## src/rtl/noc_pkg.sv

```systemverilog
`default_nettype none
// ============================================================================
//  Module      : noc_pkg
//  Description : Shared NoC constants and elaboration-time helpers.
//                FLIT_W    - default flit width in bits
//                BUF_DEPTH - default router input buffer depth
//                clog2()   - ceiling log2, usable in parameter expressions
//  Revision    : 1.0 - initial release
// ============================================================================
package noc_pkg;

  localparam int FLIT_W    = 8;
  localparam int BUF_DEPTH = 8;

  // Smallest r with 2**r >= n. clog2(1) = 0.
  function automatic int clog2(input int n);
    int r;
    r = 0;
    while ((1 << r) < n) r = r + 1;
    return r;
  endfunction

endpackage : noc_pkg
`default_nettype wire

```

## src/rtl/noc_fifo_ram.sv

```systemverilog
`default_nettype none
// ============================================================================
//  Module      : noc_fifo_ram
//  Description : DEPTH x DATA_W storage array for the NoC FIFO.
//                Synchronous write port, asynchronous read port, no reset.
//  Ports       : clk      - clock, write on rising edge
//                we_i     - write enable
//                waddr_i  - write address
//                wdata_i  - write data
//                raddr_i  - read address
//                rdata_o  - read data (combinational from raddr_i)
//  Revision    : 1.0 - initial release
// ============================================================================
module noc_fifo_ram #(
  parameter int DATA_W = 8,
  parameter int DEPTH  = 8,
  parameter int ADDR_W = 3
) (
  input  logic              clk,
  input  logic              we_i,
  input  logic [ADDR_W-1:0] waddr_i,
  input  logic [DATA_W-1:0] wdata_i,
  input  logic [ADDR_W-1:0] raddr_i,
  output logic [DATA_W-1:0] rdata_o
);

  logic [DATA_W-1:0] mem_q [DEPTH];

  always_ff @(posedge clk) begin
    if (we_i) mem_q[waddr_i] <= wdata_i;
  end

  assign rdata_o = mem_q[raddr_i];

endmodule : noc_fifo_ram
`default_nettype wire

```

## src/rtl/noc_fifo_param.sv

```systemverilog
`default_nettype none
// ============================================================================
//  Module      : noc_fifo_param
//  Description : Parametrised synchronous FIFO for the router input stage.
//                Power-of-two DEPTH (>= 2), programmable almost-full /
//                almost-empty thresholds, occupancy count, sticky
//                overflow/underflow flags, standard or FWFT read mode.
//  Ports       : clk, rst (async, active-high)
//                wr_en, wr_data          - push side
//                rd_en, rd_data, rd_valid - pop side
//                full, empty, almost_full, almost_empty, count - status
//                err_clr, ovf_err, udf_err - sticky error flags
//  Revision    : 1.0 - initial release
// ============================================================================
module noc_fifo_param
  import noc_pkg::*;
#(
  parameter int DATA_W    = FLIT_W,
  parameter int DEPTH     = BUF_DEPTH,
  parameter int AFULL_TH  = DEPTH - 2,
  parameter int AEMPTY_TH = 1,
  parameter bit FWFT      = 1'b0
) (
  input  logic                        clk,
  input  logic                        rst,
  input  logic                        wr_en,
  input  logic [DATA_W-1:0]           wr_data,
  input  logic                        rd_en,
  output logic [DATA_W-1:0]           rd_data,
  output logic                        rd_valid,
  output logic                        full,
  output logic                        empty,
  output logic                        almost_full,
  output logic                        almost_empty,
  output logic [clog2(DEPTH+1)-1:0]   count,
  input  logic                        err_clr,
  output logic                        ovf_err,
  output logic                        udf_err
);

  localparam int ADDR_W = clog2(DEPTH);
  localparam int CNT_W  = clog2(DEPTH + 1);

  logic [ADDR_W-1:0] wr_ptr_q, wr_ptr_d;
  logic [ADDR_W-1:0] rd_ptr_q, rd_ptr_d;
  logic [CNT_W-1:0]  count_q, count_d;
  logic              ovf_q, ovf_d;
  logic              udf_q, udf_d;
  logic              rd_acc, wr_acc;
  logic [DATA_W-1:0] ram_rdata;

  // Flags are decoded straight from the registered count, so they move in
  // the same cycle as count with no extra register stage.
  assign empty        = (count_q == '0);
  assign full         = (count_q == CNT_W'(DEPTH));
  assign almost_full  = (count_q >= CNT_W'(AFULL_TH));
  assign almost_empty = (count_q <= CNT_W'(AEMPTY_TH));
  assign count        = count_q;
  assign ovf_err      = ovf_q;
  assign udf_err      = udf_q;

  // A pop frees a slot in the same cycle, so a full FIFO can still take a
  // push alongside an accepted pop. An empty FIFO never bypasses.
  assign rd_acc = rd_en & ~empty;
  assign wr_acc = wr_en & (~full | rd_acc);

  always_comb begin
    wr_ptr_d = wr_ptr_q;
    rd_ptr_d = rd_ptr_q;
    count_d  = count_q;
    if (wr_acc) wr_ptr_d = wr_ptr_q + ADDR_W'(1);
    if (rd_acc) rd_ptr_d = rd_ptr_q + ADDR_W'(1);
    unique case ({wr_acc, rd_acc})
      2'b10:   count_d = count_q + CNT_W'(1);
      2'b01:   count_d = count_q - CNT_W'(1);
      default: count_d = count_q;
    endcase
  end

  // A new error event wins over a same-cycle clear.
  always_comb begin
    ovf_d = err_clr ? 1'b0 : ovf_q;
    udf_d = err_clr ? 1'b0 : udf_q;
    if (wr_en & ~wr_acc) ovf_d = 1'b1;
    if (rd_en & empty)   udf_d = 1'b1;
  end

  always_ff @(posedge clk or posedge rst) begin
    if (rst) begin
      wr_ptr_q <= '0;
      rd_ptr_q <= '0;
      count_q  <= '0;
      ovf_q    <= 1'b0;
      udf_q    <= 1'b0;
    end else begin
      wr_ptr_q <= wr_ptr_d;
      rd_ptr_q <= rd_ptr_d;
      count_q  <= count_d;
      ovf_q    <= ovf_d;
      udf_q    <= udf_d;
    end
  end

  noc_fifo_ram #(
    .DATA_W (DATA_W),
    .DEPTH  (DEPTH),
    .ADDR_W (ADDR_W)
  ) u_ram (
    .clk     (clk),
    .we_i    (wr_acc),
    .waddr_i (wr_ptr_q),
    .wdata_i (wr_data),
    .raddr_i (rd_ptr_q),
    .rdata_o (ram_rdata)
  );

  generate
    if (FWFT) begin : g_fwft
      // Head word is presented directly. It is forced to zero while empty so
      // the output is defined from reset even though the array is not.
      assign rd_data  = empty ? '0 : ram_rdata;
      assign rd_valid = ~empty;
    end else begin : g_std
      logic [DATA_W-1:0] rd_data_q;
      logic              rd_valid_q;

      always_ff @(posedge clk or posedge rst) begin
        if (rst) begin
          rd_data_q  <= '0;
          rd_valid_q <= 1'b0;
        end else begin
          rd_valid_q <= rd_acc;
          if (rd_acc) rd_data_q <= ram_rdata;
        end
      end

      assign rd_data  = rd_data_q;
      assign rd_valid = rd_valid_q;
    end
  endgenerate

endmodule : noc_fifo_param
`default_nettype wire
```

## config.mk

```make
export PLATFORM = sky130hd
export DESIGN_NAME = noc_fifo_param
export DESIGN_NICKNAME = d
export VERILOG_FILES = /design/src/rtl/noc_pkg.sv /design/src/rtl/noc_fifo_ram.sv /design/src/rtl/noc_fifo_param.sv
export SDC_FILE = /design/constraint.sdc
export NUM_CORES = 1
export LEC_CHECK = 0
export ABC_AREA = 1
export BUFFER_PORTS_ARGS = -buffer_cell sky130_fd_sc_hd__buf_2
export CORE_UTILIZATION = 53
export DETAILED_ROUTE_END_ITERATION = 7
export PLACE_DENSITY = 0.8
export SLEW_MARGIN = 20
export SYNTH_ARGS = -nofsm -noshare
export SYNTH_HDL_FRONTEND = slang
export SYNTH_SLANG_ARGS = --single-unit
```

## constraint.sdc

```tcl
create_clock -name clk -period 2 [get_ports clk]
set_input_delay 0.4 -clock clk [delete_from_list [all_inputs] [get_ports clk]]
set_output_delay 0.4 -clock clk [all_outputs]
set_load 0.005 [all_outputs]
```

# == After elaboration in Yosys (flattened, before gate mapping) ==
# Memories as Yosys holds them, arrays and structs flattened. A register that Yosys moved wholly into a read port is not among the register bits.
# Cells that the tools add are included.
# totals
ff_bits,13
ramBits,64
in_bits,13
word_cells,34
memories,1
# memory_table
name,depth,width,read_ports,rd_clocked_by_memory_dff,write_ports,line_no,text
u_ram.mem_q,8,8,1,1,1,noc_fifo_ram.sv:27,logic [DATA_W-1:0] mem_q [DEPTH];
# op_classes
add_sub_neg,4
n_lt_le_gt_ge,2
n_eq_ne,3
n_mux,6
bitwise,8
reduce_logical,4
# ops
cell,n
4-bit one-hot mux with 2 select lines,1
"3-bit by 1-bit adder with 3-bit output, second input constant",2
2-bit nonzero test,3
1-bit 2-to-1 mux,5
"4-bit by 1-bit adder with 4-bit output, second input constant",1
1-bit bitwise AND,4
"4-bit equality test, second input constant",1
"4-bit by 3-bit greater-or-equal comparator with 1-bit output, second input constant",1
"4-bit by 1-bit less-or-equal comparator with 1-bit output, second input constant",1
4-bit logical NOT,1
"4-bit by 1-bit subtractor with 4-bit output, second input constant",1
1-bit NOT,3
"2-bit by 1-bit equality test with 1-bit output, second input constant",1
"2-bit equality test, second input constant",1
1-bit bitwise OR,1

# == Logic depth before layout (Yosys ltp) ==
# depth
depth_word,8
ltp_mapped,10

# == By module ==
# A second synthesis with hierarchy kept.
# unflattened
hier_cells,413
area_unflattened_um2,3916.3
# by_module_without_submodules
mod,n_inst,cells_each,area_each_um2,seq_area_each_um2
noc_fifo_ram,1,295,2890.3,1921.8
noc_fifo_param,1,118,1026.0,525.5

# == Worst setup path after synthesis ==
# OpenSTA, ideal clock, no wires.
# synth_path
path_type,register to register
from,"register count_q[0], in the netlist count[0]"
to,"memory u_ram.mem_q[3][0], enable pin"
setup_ns,0.370
arrival_time_ns,1.647
setup_slack_ns,-0.018
stages_incl_launch_ff,10
path_buffers,0
period_less_slack_ns,2.018
cell_sequence,dfrtp_1 > inv_1 > ha_1 > inv_1 > nor2_2 > nand2_1 > o21ai_2 > inv_2 > nand2_2 > nor2_1
# synth_between
elab_chain_cells,7
word_cells_on_any_way,9
classes_between,eq/ne: 1; mux: 2; bitwise: 5; reduce/logical: 1
# synth_rtl
element,line_no,text
from (decl),noc_fifo_param.sv:46,"logic [CNT_W-1:0] count_q, count_d;"
from (signal assigned),noc_fifo_param.sv:98,count_q <= count_d;
4-bit logical NOT,noc_fifo_param.sv:54,assign empty = (count_q == '0);
1-bit NOT,noc_fifo_param.sv:64,assign rd_acc = rd_en & ~empty;
1-bit bitwise AND,noc_fifo_param.sv:64,
1-bit bitwise OR *,noc_fifo_param.sv:65,assign wr_acc = wr_en & (~full | rd_acc);
1-bit bitwise AND *,noc_fifo_param.sv:65,
1-bit 2-to-1 mux *,noc_fifo_ram.sv:30,if (we_i) mem_q[waddr_i] <= wdata_i;
1-bit 2-to-1 mux (not written as such) *,noc_fifo_ram.sv:30,
to (decl),noc_fifo_ram.sv:27,
# Mark *: on every way between the ends. The rest lies on a longest branch, timed or not.

# == Worst setup path after layout ==
# layout_path
from,"register count_q[1], in the netlist count[1]"
to,output port full
# layout_between
elab_chain_cells,1
# layout_rtl
element,line_no,text
4-bit equality test,noc_fifo_param.sv:55,assign full = (count_q == CNT_W'(DEPTH));
to (decl),noc_fifo_param.sv:31,"output logic full,"
# No other way between the ends.

==> metrics.txt <==
status=finished clean; Yosys top cell by area=edfxtp_1; Overall Global Routing Usage=22.99%; Nets=430; DIE AREA=7459 um^2; CP endpoint kind=output pin; Syn Std Cell Area=3772 um^2; hold violation total from the final report=0; CP Launch Type=flop; Final ANT Viol Nets=0; Most used DFF post-synth=edfxtp_1; TritonCTS clock tree=done; synthesized net count=389; Tot Pwr=6.173 mW; power density cells=1435 nW/um^2; r2r worst-path depth=9; CP Class=reg -> out; wire length per cell=15.50 um; Root Buffer Master=clkbuf_8; Synth Instances=370; Layout area overhead=14.06%; Worst Slack Setup Final=97.98 ps; Num CTS Buffers=9; Tcrit/Tclk final=95.10%; residual DRC count=0; worst hold slack=257.6 ps; DRT iter0 DRCs=190; first-pass GRT wire length=12300 um; H-tree Lvls=3; number of diodes=0; vias in the first global route=2554; Critical Path Max Stage Delay=410 ps; placed cell areas=4044 um^2; Synth cell types=24; Hold Crit Depth=2; Max Slew Vio Count=0; CP Data Required Time=1600 ps; Core Rows=30; hold path startpoint=err_clr; Pleak=1.915 nW; critical path fanouts, max=2; vias=2700; final wirelength=7936 um; Synth top cells by count=128 x nand2_1, 64 x edfxtp_1, 40 x nand3_1, 34 x inv_1, 28 x nor2_1; # setup viols final=0; f_max=525.8 MHz; FFs w/ async S/R, synth=24.71%; critical path cell sequence=inv_2, ha_4, inv_1, nor2_2, nand2_1, buf_6, inv_2, buf_2; crit path from=count[1]; most common cell in the netlist=nand2_1; Yosys Warn Count=0; largest net degree at the start of global routing=34; Arrival @ worst endpoint=1500 ps; Worst VDD drop=455.2 uV; Sum Neg Setup Slack=0 ps; post-synthesis sequential area ratio=64.88%; reg2reg start=count[1]; vias per cell=5.273; hpwl dp=5505 um; I/O pin count=32; Post-Syn Area per Cell=10.20 um^2; Placement Setup Slack=46.92 ps; post-route design area=4303 um^2; Reg clk slew, reported paths=90 ps; synth top area cells=edfxtp_1 51%, dfrtp_1 14%, nand2_1 13%; Worst R2R End=u_ram.mem_q[6][3]; # Post-CTS Setup Buffers=0; max_cap viols=0; antenna violations before repair=0; Die H=86.37 um; GPL Wtd Cong=0.9666; Hold WC Path Type=in -> reg; Pre-antenna DRT Iters=7; clk sinks=85; Chip Width=86.37 um; Register-to-Register Setup Slack=110 ps; EDFF count, synth=64; core area=6832 um^2; maximum clock path buffer count=2; Worst Tran Pin Value=570.2 ps; ratio of cells with drive above 1 in the final layout=19.95%; Layout Skew=14.06 ps; min Tclk post-route=1902 ps; starting density of the core=55.22%; Worst Hold End=ovf_err; count of input and output buffers=31; CP most frequent cell=inv_2; Synth top area share=50.95%; FF+latch count, synth=85; Worst-Skew Late Latency=350 ps; GRT Residual Overflow=0; relative slew slack=61.85%; CP max stage cell=dfrtp_1
-- where the power goes --
| group | internal (mW) | switching, mW |
|---|---|---|
| Combinational | 0.846 | 1.54 |
| Clock | 0.707 | 0.612 |
| Sequential | 2.27 | 0.198 |
| Total | 3.82 | 2.35 |
-- through the flow --
stage,std cells,utilization [%]
6_report,512,62.99
3_5_place_dp,495,59.19
4_1_cts,512,62.56
3_3_place_gp,495,59.19
2_1_floorplan,370,-
5_1_grt,512,62.99
-- routing by layer --
| metal | up-vias | global-route usage, % | wire length (um) |
|---|---|---|---|
| met1 | 1254 | 28.37 | 3174 |
| met5 | - | 0 | 0 |
| met4 | 0 | 11.06 | 227 |
| met2 | 141 | 37.52 | 3877 |
| met3 | 24 | 6.476 | 656 |
| li1 | 1281 | - | - |
-- critical path, delay by kind of cell, from the launching register on --
family	cells	cell delay, ps
adder cells (fa/ha/maj)	1	120
flip-flops	1	410
buffers and inverters	5	390
AND/OR/NAND/NOR	2	220
-- cell type report --
type	instances	area [um^2]
sequential	85	2447
inverter	38	142.6
clock buffer	9	123.9
tap	96	120.1
multi-input combinational	233	1114
fill	520	2529
clock inverter	7	96.34
timing repair buffer	44	259.0
-- sequential cells by signal, indices dropped and copies added (netlist names) --
name and flops:
u_ram.mem_q 64, rd_data 8, count 4, rd_ptr_q 3, wr_ptr_q 3, ovf_err 1, rd_valid 1, udf_err 1
-- layout by cell type, fill, tap and decap left out --
master,Yosys,routed
inv_1,34,31
edfxtp_1,64,64
o21ai_1,1,1
nor2_1,28,21
ha_4,0,1
nand4_1,2,2
clkinvlp_4,0,2
dlygate4sd3_1,0,1
buf_6,4,1
bufinv_16,0,2
clkinv_1,2,3
ha_1,6,5
clkbuf_8,0,9
buf_4,2,11
o21ai_2,2,2
nor2_2,1,8
buf_2,7,31
nand3_1,40,40
nand2_4,3,3
nand2_2,2,2
dfrtp_1,21,21
inv_6,0,2
xor2_1,3,3
inv_2,2,5
nand2_1,128,128
nor2_4,2,2
nand3_2,2,2
o22ai_1,1,1
o21ai_0,12,12
-- worst max path at each step --
stage                     slack, ps  depth (start not counted)                end
after floorplan                 -20                          9  u_ram.mem_q[5][0]
after global placement          130                          9  u_ram.mem_q[3][0]
after detailed placement         50                          9  u_ram.mem_q[3][6]
after CTS                        40                          9  u_ram.mem_q[3][2]
after global routing             -7                          8               full
final                           100                          8               full
-- kinds of logic after synthesis --
logic type | count (synthesis) | synth area share, %
XOR/XNOR | 3 | 0.6966
AO/OA/AOI/OAI | 16 | 2.355
AND/OR/NAND/NOR | 208 | 23.68
flip-flops | 85 | 64.88
adder cells (fa/ha/maj) | 6 | 1.990
buffers and inverters | 52 | 6.401
-- timing repair --
action                     4_1_cts  5_1_grt
gates resized for setup          0       11
hold endpoints to repair         6        0
hold buffers                     1        0
setup endpoints to repair        0       49
(Power assumes the default switching activity.)
